==> src/rtl/switch_toggle_bank.sv <==
// Multi-channel push-button toggler: each channel synchronises, debounces and
// edge-detects its switch, then flips an LED register and emits a one-cycle pulse.
module switch_toggle_bank #(
    parameter int NUM_CH         = 4,
    parameter int DEBOUNCE_LIMIT = 250000,
    parameter int EDGE_MODE      = 0
) (
    input  logic              i_Clk,
    input  logic              i_Rst_L,
    input  logic [NUM_CH-1:0] i_Switch,
    input  logic              i_Clear,
    output logic [NUM_CH-1:0] o_LED,
    output logic [NUM_CH-1:0] o_Edge_Pulse,
    output logic [NUM_CH-1:0] o_Debounced
);

    localparam int CW = $clog2(DEBOUNCE_LIMIT + 1);
    localparam logic [CW-1:0] CNT_LAST = CW'(DEBOUNCE_LIMIT - 1);

    genvar gi;
    generate
        for (gi = 0; gi < NUM_CH; gi++) begin : g_ch
            logic          sync1_q, sync2_q;
            logic          deb_q, deb_d;
            logic [CW-1:0] cnt_q, cnt_d;
            logic          led_q, led_d;
            logic          pulse_q, pulse_d;
            logic          accept;
            logic          qualify;

            // The counter only runs while the synchronised level disagrees
            // with the accepted level; any agreement restarts it from zero.
            always_comb begin
                cnt_d  = cnt_q;
                deb_d  = deb_q;
                accept = 1'b0;
                if (sync2_q == deb_q) begin
                    cnt_d = '0;
                end else if (cnt_q == CNT_LAST) begin
                    deb_d  = sync2_q;
                    cnt_d  = '0;
                    accept = 1'b1;
                end else begin
                    cnt_d = cnt_q + 1'b1;
                end
            end

            always_comb begin
                qualify = 1'b0;
                case (EDGE_MODE)
                    0:       qualify = accept & ~sync2_q;
                    1:       qualify = accept &  sync2_q;
                    default: qualify = accept;
                endcase
                pulse_d = qualify;
                // Clear has priority over a coincident toggle; the pulse still fires.
                if (i_Clear)
                    led_d = 1'b0;
                else if (qualify)
                    led_d = ~led_q;
                else
                    led_d = led_q;
            end

            always_ff @(posedge i_Clk or negedge i_Rst_L) begin
                if (!i_Rst_L) begin
                    sync1_q <= 1'b0;
                    sync2_q <= 1'b0;
                    deb_q   <= 1'b0;
                    cnt_q   <= '0;
                    led_q   <= 1'b0;
                    pulse_q <= 1'b0;
                end else begin
                    sync1_q <= i_Switch[gi];
                    sync2_q <= sync1_q;
                    deb_q   <= deb_d;
                    cnt_q   <= cnt_d;
                    led_q   <= led_d;
                    pulse_q <= pulse_d;
                end
            end

            assign o_LED[gi]        = led_q;
            assign o_Edge_Pulse[gi] = pulse_q;
            assign o_Debounced[gi]  = deb_q;
        end
    endgenerate

endmodule
==> config.mk <==
export PLATFORM = sky130hd
export DESIGN_NAME = switch_toggle_bank
export DESIGN_NICKNAME = d
export VERILOG_FILES = /design/src/rtl/switch_toggle_bank.sv
export SDC_FILE = /design/constraint.sdc
export NUM_CORES = 1
export LEC_CHECK = 0
export CORE_UTILIZATION = 65
export DETAILED_ROUTE_END_ITERATION = 12
export PLACE_DENSITY_LB_ADDON = 0.08
export SETUP_SLACK_MARGIN = 0.3
export SKIP_CTS_REPAIR_TIMING = 1
export SLEW_MARGIN = 20
export SYNTH_ARGS = -nofsm -noshare
export SYNTH_HDL_FRONTEND = slang
export SYNTH_SLANG_ARGS = --single-unit
==> constraint.sdc <==
create_clock -name i_Clk -period 4.5 [get_ports i_Clk]
set_clock_uncertainty 0.05 [all_clocks]
set_input_delay 0.675 -clock i_Clk [delete_from_list [all_inputs] [get_ports i_Clk]]
set_output_delay 0.675 -clock i_Clk [all_outputs]
set_load 0.005 [all_outputs]
# Word level (Yosys, flattened, before mapping)
# Index checks and enable logic that the tools add are counted.
# op_classes
eq_ne,8
n_bitwise,16
add_sub_neg,4
n_mux,24
reduce_logical,8
# ops
cell,count
2-to-1 mux 18 bit,8
"adder 18 x 1 -> 18 bit, second input constant",4
"equality test 18 bit, second input constant",4
2-to-1 mux 1 bit,16
inverter 1 bit,12
AND reduction 2 bit,4
nonzero test 2 bit,4
bitwise AND 1 bit,4
equality test 1 bit,4
# totals
in_bits,7
elab_cells,84
out_inout_bits,12
reg_bits,92

# Longest topological paths before layout
# Gate-level depths: netlist (run 1).
# logic_depth
depth_word,6
ltp_mapped,6
ltp_nobuf,5

# Worst setup path before layout (run 1)
# OpenSTA, ideal clock, no wires.
# synth_timing
kind,register to register
from,register g_ch[1].cnt_q[8]
to,register g_ch[1].led_q
t_required_ns,4.322
path_buffers,0
stages_incl_launch_ff,5
t_arrival_ns,2.024
setup_slack_ns,2.298
setup_time_ns,0.128
path_cell_list,dfrtp_1 or4_1 or4_4 nor4b_4 mux2_1
# synth_between
elab_chain_cells,5
# synth_rtl
item,line,rtl
from (decl),25,"logic [CW-1:0] cnt_q, cnt_d;"
from (signal assigned),77,cnt_q <= cnt_d;
equality test 18 bit,39,end else if (cnt_q == CNT_LAST) begin
2-to-1 mux 1 bit,39,
2-to-1 mux 1 bit,37,if (sync2_q == deb_q) begin
bitwise AND 1 bit,51,0: qualify = accept & ~sync2_q;
named net g_ch[1].pulse_d,27,"logic pulse_q, pulse_d;"
nonzero test 2 bit (no source line),-,
to (signal assigned),78,led_q <= led_d;
to (decl),26,"logic led_q, led_d;"
# The timed path passes the listed nets, and every way through them passes these cells.
# A chain may end at the register's enable or synchronous reset.

# Worst setup path after layout (run 1)
# Ends and elaborated chain as after synthesis.

==> impl_results.md, run 1 <==
- TritonCTS clock tree: built
- Clock Latency Late Sink: 0.36 ns
- Sequential fraction of the synthesis area: 52.5%
- Final Setup Violations: 0
- Clk slew on worst S/H paths: 0.09 ns
- Worst-path cell chain: or4_1 > or4_4 > nor4b_4 > mux2_1
- CP max FO: 4
- CP arrival: 2.55 ns
- Commonest non-fill, non-tap cell in the layout: dfrtp_1
- DIE AREA: 7080 µm²
- DR iter-0 viols: 208
- CP Data Required Time: 4.69 ns
- Slew headroom: 49.3%
- Largest net degree at the start of global routing: 57
- Global Route Usage Sum: 25.2%
- Nets@finish: 452
- CTS Buffer Depth: 2
- Status: finished with violations
- Layout overhead on the synthesized area: 9.16%
- First-pass GRT wire length: 14.1 mm
- Gpl congestion: 0.802
- Fin crit share: 52.3%
- # DRC: 2
- Max Cap Viol: 0
- Vias in the first global route: 3081
- R2r setup slk: 2.14 ns
- Setup tns final: 0 ns
- Most frequent cells in the layout: dfrtp_1 (92), nor2_1 (79), xnor2_1 (40)
- Standard-cell rows: 29
- WL per Instance: 15.4 µm
- Final Hold Fails: 0
- Worst ir drop on vdd: 0.234 mV
- Mapped Avg Cell Area: 10.2 µm²
- I/O pin cnt: 19
- Core Region: 6420 µm²
- Antenna-violating nets left: 0
- Crit-path slowest cell: or4_4
- CP peak stage delay: 0.57 ns
- Clock root cell: clkbuf_8
- # clock sinks: 92
- Seq cells post-synth: 92
- Antenna diode count: 0
- Kind of critical path: register to register
- Slew @ Worst Pin: 0.761 ns
- Die Wd: 84.2 µm
- RSZ-0062 raised after global routing: no
- Die H: 84.2 µm
- Post-DP HPWL: 5.20 mm
- Routed vias: 3163
- Syn Inst Count: 428
- Port bufs: 18
- Power Density: 316 nW/µm²
- Fmax: 425 MHz
- Distinct cells, synth: 35
- Syn_nets: 439
- Synth warnings: 0
- Post-DR vias/cell: 6.05
- Startpoint Class: register
- R2R cell count: 4
- Initial core utilization: 68.3%
- Final Slew Violations: 0
- Crit. End Element: register
- Worst r2r src: g_ch[1].cnt_q[8]$_DFF_PN0_
- Fin util: 74.6%
- Layout cells sized above 1: 6.28%
- Worst hold slack: 0.300 ns
- Synthesized area: 4390 µm²
- Post-route minimum period: 2.36 ns
- Grt total ovfl: 0
- Initial antenna violation count: 0
- LEAKAGE: 1.89 nW
- Worst r2r dst: g_ch[1].led_q$_DFFE_PN0P_
- TritonCTS Buffers: 9
- Hold/Removal Path Class: input pin to async pin
- Failing checks: design-rule violations
- First drt pass iteration count: 8
- CTS H-Tree Depth: 3
- Routed wire length: 8.04 mm
## final cells by class
| class | instances | area [µm²] |
|---|---|---|
| inverters | 14 | 52.6 |
| clock inverters | 7 | 100 |
| fillers | 482 | 1630 |
| clock buffers | 9 | 124 |
| well taps | 77 | 96.3 |
| flip-flops and latches | 92 | 2300 |
| multi-input cells | 305 | 1930 |
| repair buffers | 19 | 185 |
## registers in the layout, summed over array words and instances, names as in the netlist
name	flops
g_ch.cnt_q	72
g_ch.deb_q	4
g_ch.led_q	4
g_ch.pulse_q	4
g_ch.sync1_q	4
g_ch.sync2_q	4
## layer usage
layer	vias up	part of all wire, %	global-route usage (%)
met4	0	1.4	6.90
li1	1509	-	-
met3	15	4.3	6.59
met1	1561	46	34.2
met2	78	48	40.7
met5	-	0	0
## logic make-up (layout without fill, tap and decap cells)
group / count (synthesis) / count (layout) / synth area share, %
simple gates: 212 / 212 / 25.5
mux: 8 / 8 / 2.05
flops: 92 / 92 / 52.5
fa+ha+maj: 4 / 4 / 1.14
xor+xnor: 59 / 59 / 11.8
compound gates: 22 / 22 / 3.19
buf+inv: 31 / 49 / 3.82
## worst max-delay path, delay by kind of cell, from the launching register on
| family | cells | cell delay, ns |
|---|---|---|
| muxes | 1 | 0.37 |
| DFF | 1 | 0.42 |
| and+or+nand+nor | 3 | 1.40 |
## power by group
group          switching, W  total (W)  leakage [nW]  internal [W]
combinational     0.0000362  0.0000517         0.527     0.0000155
clock              0.000296   0.000611         0.102      0.000315
sequential        0.0000121   0.000850          1.26      0.000838
## synthesized netlist by cell type
library cell,number,area [µm²]
dfrtp_1,92,2300
nor2_1,79,297
xnor2_1,40,350
nand3_1,24,120
nand4_1,22,138
nand2_1,19,71.3
xor2_1,19,166
nor4_1,18,113
inv_1,14,52.6
buf_4,13,97.6
nor3_1,11,55.1
a21oi_1,9,45.0
nor4b_1,7,61.3
or4_1,6,45.0
mux2_1,5,56.3
nor2b_1,5,31.3
or4b_1,5,50.1
and4_1,4,35.0
ha_1,4,50.1
or3_1,4,25.0
mux2_2,3,33.8
o21ai_0,3,15.0
o21ai_1,3,15.0
o31ai_1,3,22.5
buf_2,2,10.0
clkbuf_1,2,7.51
nand2b_1,2,12.5
nand3b_1,2,15.0
o41ai_1,2,17.5
a31o_2,1,8.76
and2_1,1,6.26
nor4b_4,1,23.8
nor4bb_1,1,10.0
o21ai_4,1,16.3
or4_4,1,11.3
## per-stage QoR
stage	std cells	area [µm²]	power, W	setup slack (ns)
2_1_floorplan	428	4390	0.000889	2.30
3_3_place_gp	507	4550	0.000916	1.94
3_5_place_dp	507	4560	0.000919	2.16
4_1_cts	523	4790	0.00153	2.15
5_1_grt	523	4790	0.00157	2.04
6_report	523	4790	0.00151	2.14
## how the worst max path moves through the flow
stage | from | slack (ns) | end
floorplan | g_ch[1].cnt_q[8]$_DFF_PN0_ | 2.30 | g_ch[1].led_q$_DFFE_PN0P_
global placement | g_ch[3].cnt_q[0]$_DFF_PN0_ | 1.94 | g_ch[3].cnt_q[16]$_DFF_PN0_
detailed placement | g_ch[1].cnt_q[8]$_DFF_PN0_ | 2.16 | g_ch[1].led_q$_DFFE_PN0P_
CTS | g_ch[1].cnt_q[8]$_DFF_PN0_ | 2.15 | g_ch[1].led_q$_DFFE_PN0P_
global route | g_ch[3].cnt_q[0]$_DFF_PN0_ | 2.04 | g_ch[3].cnt_q[12]$_DFF_PN0_
finish | g_ch[1].cnt_q[8]$_DFF_PN0_ | 2.14 | g_ch[1].led_q$_DFFE_PN0P_
Note: power is estimated with default switching activity, not from simulation.
==> run 2: changes to the inputs <==
- CORE_UTILIZATION: 65 -> 60
- clock period: 4.5 -> 2.17 ns (I/O delays scaled with it)
==> impl_results.md, run 2 (synthesized netlist as in run 1, its figures left out) <==
- Cell-internal power: 0.00249 W (+110%)
- Logic pwr share: 5.5% (+2.1 points)
- Crit. End Element: register
- RSZ-0062 raised after global routing: yes
- Antenna diode count: 0 (unchanged)
- CTS Buffer Depth: 2 (unchanged)
- Most frequent cells in the layout: dfrtp_1 (86), nor2_1 (55), xnor2_1 (40)
- Die Wd: 87.5 µm (+4.0%)
- Clk slew on worst S/H paths: 0.09 ns (about the same)
- Routed vias: 3322 (+5.0%)
- Switching Fraction: 22.3% (-0.47 points)
- Post-DR vias/cell: 5.79 (-4.3%)
- Standard-cell rows: 30 (+3.4%)
- Setup WS pre-CTS: -0.0416 ns (-2.20 ns)
- Clock root cell: clkbuf_8
- Core Region: 6940 µm² (+8.1%)
- Layout overhead on the synthesized area: 25.8%
- Nets@finish: 484 (+7.1%)
- LEAKAGE: 2.09 nW (+11%)
- Min-delay src: g_ch[1].sync1_q$_DFF_PN0_
- Worst ir drop on vdd: 0.502 mV (+110%)
- Routed wire length: 9.12 mm (+13%)
- TritonCTS clock tree: built
- Slew @ Worst Pin: 0.610 ns (-0.151 ns)
- Commonest non-fill, non-tap cell in the layout: dfrtp_1
- Grt total ovfl: 0 (unchanged)
- Final setup margin: -0.0491 ns (-2.19 ns)
- Gpl congestion: 0.826 (+2.9%)
- Port bufs: 18 (unchanged)
- Fin crit share: 102% (+50 points)
- TritonCTS Buffers: 9 (unchanged)
- Fmax: 451 MHz (+6.1%)
- Post-route minimum period: 2.22 ns (-0.136 ns)
- Fin util: 79.5% (+4.9 points)
- DR iter-0 viols: 130 (-38%)
- Hold/Removal Path Class: register to register
- CP Data Required Time: 2.36 ns (-2.33 ns)
- Final Hold Fails: 0 (unchanged)
- Die H: 87.5 µm (+4.0%)
- # DRC: 0 (-2)
- CP arrival: 2.41 ns (-0.14 ns)
- CP max FO: 3 (-1)
- Failing checks: negative setup slack
- Largest net degree at the start of global routing: 47 (-18%)
- First-pass GRT wire length: 13.3 mm (-5.8%)
- DIE AREA: 7660 µm² (+8.1%)
- Kind of critical path: register to register
- Total Power: 0.00321 W (+110%)
- Clk pwr share: 39.2% (-1.2 points)
- WL per Instance: 15.9 µm (+3.3%)
- Max FFs per register: 72 (unchanged)
- Final Slew Violations: 0 (unchanged)
- First drt pass iteration count: 5 (-3)
- Critical path origin: g_ch[1].cnt_q[9]$_DFF_PN0_
- Startpoint Class: register
- Max Cap Viol: 0 (unchanged)
- Clock Latency Late Sink: 0.35 ns (about the same)
- Flop pwr share: 55.3% (-0.9 points)
- Post-DP Area: 4800 µm² (+5.2%)
- Post-DP HPWL: 5.49 mm (+5.6%)
- CTS H-Tree Depth: 3 (unchanged)
- Worst r2r src: g_ch[1].cnt_q[9]$_DFF_PN0_
- Power Density: 581 nW/µm² (+84%)
- Fill count: 423 (-12%)
- I/O pin cnt: 19 (unchanged)
- # clock sinks: 92 (unchanged)
- Global Route Usage Sum: 22.4% (-2.8 points)
- Final instance area: 5520 µm² (+15%)
- Antenna-violating nets left: 0 (unchanged)
- Status: finished with violations
- Layout cells sized above 1: 23.8% (+18 points)
- Psw: 0.000714 W (+110%)
- Slew headroom: 59.3% (+10 points)
- Vias in the first global route: 2933 (-4.8%)
- Initial core utilization: 63.2% (-5.1 points)
- Initial antenna violation count: 0 (unchanged)
- Top reg by flops: g_ch.cnt_q
- Final Setup Violations: 9 (+9)
- Setup tns final: -0.106 ns (-0.106 ns)
-- run 2: final cells by class --
class,instances,area [µm²],area share (%)
inverter,14,52.6,0.952
sequential,92,2310,41.9
tap,96,120,2.18
multi-input combinational,305,2330,42.1
clock inverter,4,72.6,1.31
timing repair buffer,51,493,8.93
clock buffer,12,145,2.63
-- run 2: worst max-delay path, stage by stage (launching register included) --
cell and delay [ns]:
dfrtp_1 0.38, or4_1 0.52, or4_4 0.56, nor4b_4 0.27
mux2_4 0.32
-- run 2: power groups by stage --
stage          clock network (W)  registers (W)  logic (W)
2_1_floorplan                  0        0.00179  0.0000576
3_3_place_gp                   0        0.00180   0.000124
3_5_place_dp                   0        0.00180   0.000127
4_1_cts                  0.00128        0.00176   0.000129
5_1_grt                  0.00134        0.00178   0.000199
6_report                 0.00126        0.00177   0.000177
-- run 2: layer usage --
metal	routed length, µm	vias to the layer above	share of wire, %	track usage [%]
met5	0	-	0	0
met4	94	0	1.0	5.66
met3	385	11	4.2	6.07
met2	4680	84	51	37.3
met1	3960	1649	43	29.3
li1	-	1578	-	-
-- run 2: final timing paths --
| kind | end | slack (ns) | cells after the start |
|---|---|---|---|
| worst max-delay path | g_ch[1].led_q$_DFFE_PN0P_ | -0.05 | 4 |
| worst min-delay path | g_ch[1].sync2_q$_DFF_PN0_ | 0.30 | 0 |
| worst max register to register | g_ch[1].led_q$_DFFE_PN0P_ | -0.05 | 4 |
| worst min register to register | g_ch[1].sync2_q$_DFF_PN0_ | 0.30 | 0 |
| max in group asynchronous | g_ch[0].cnt_q[15]$_DFF_PN0_ | 1.01 | 3 |
| min in group asynchronous | g_ch[2].cnt_q[16]$_DFF_PN0_ | 0.49 | 2 |
-- run 2: per-stage QoR --
stage / hold WS (ns) / cells
2_1_floorplan: -0.0201 / 428
3_3_place_gp: 0.283 / 544
3_5_place_dp: 0.286 / 544
4_1_cts: -0.0640 / 560
5_1_grt: 0.307 / 574
6_report: 0.299 / 574
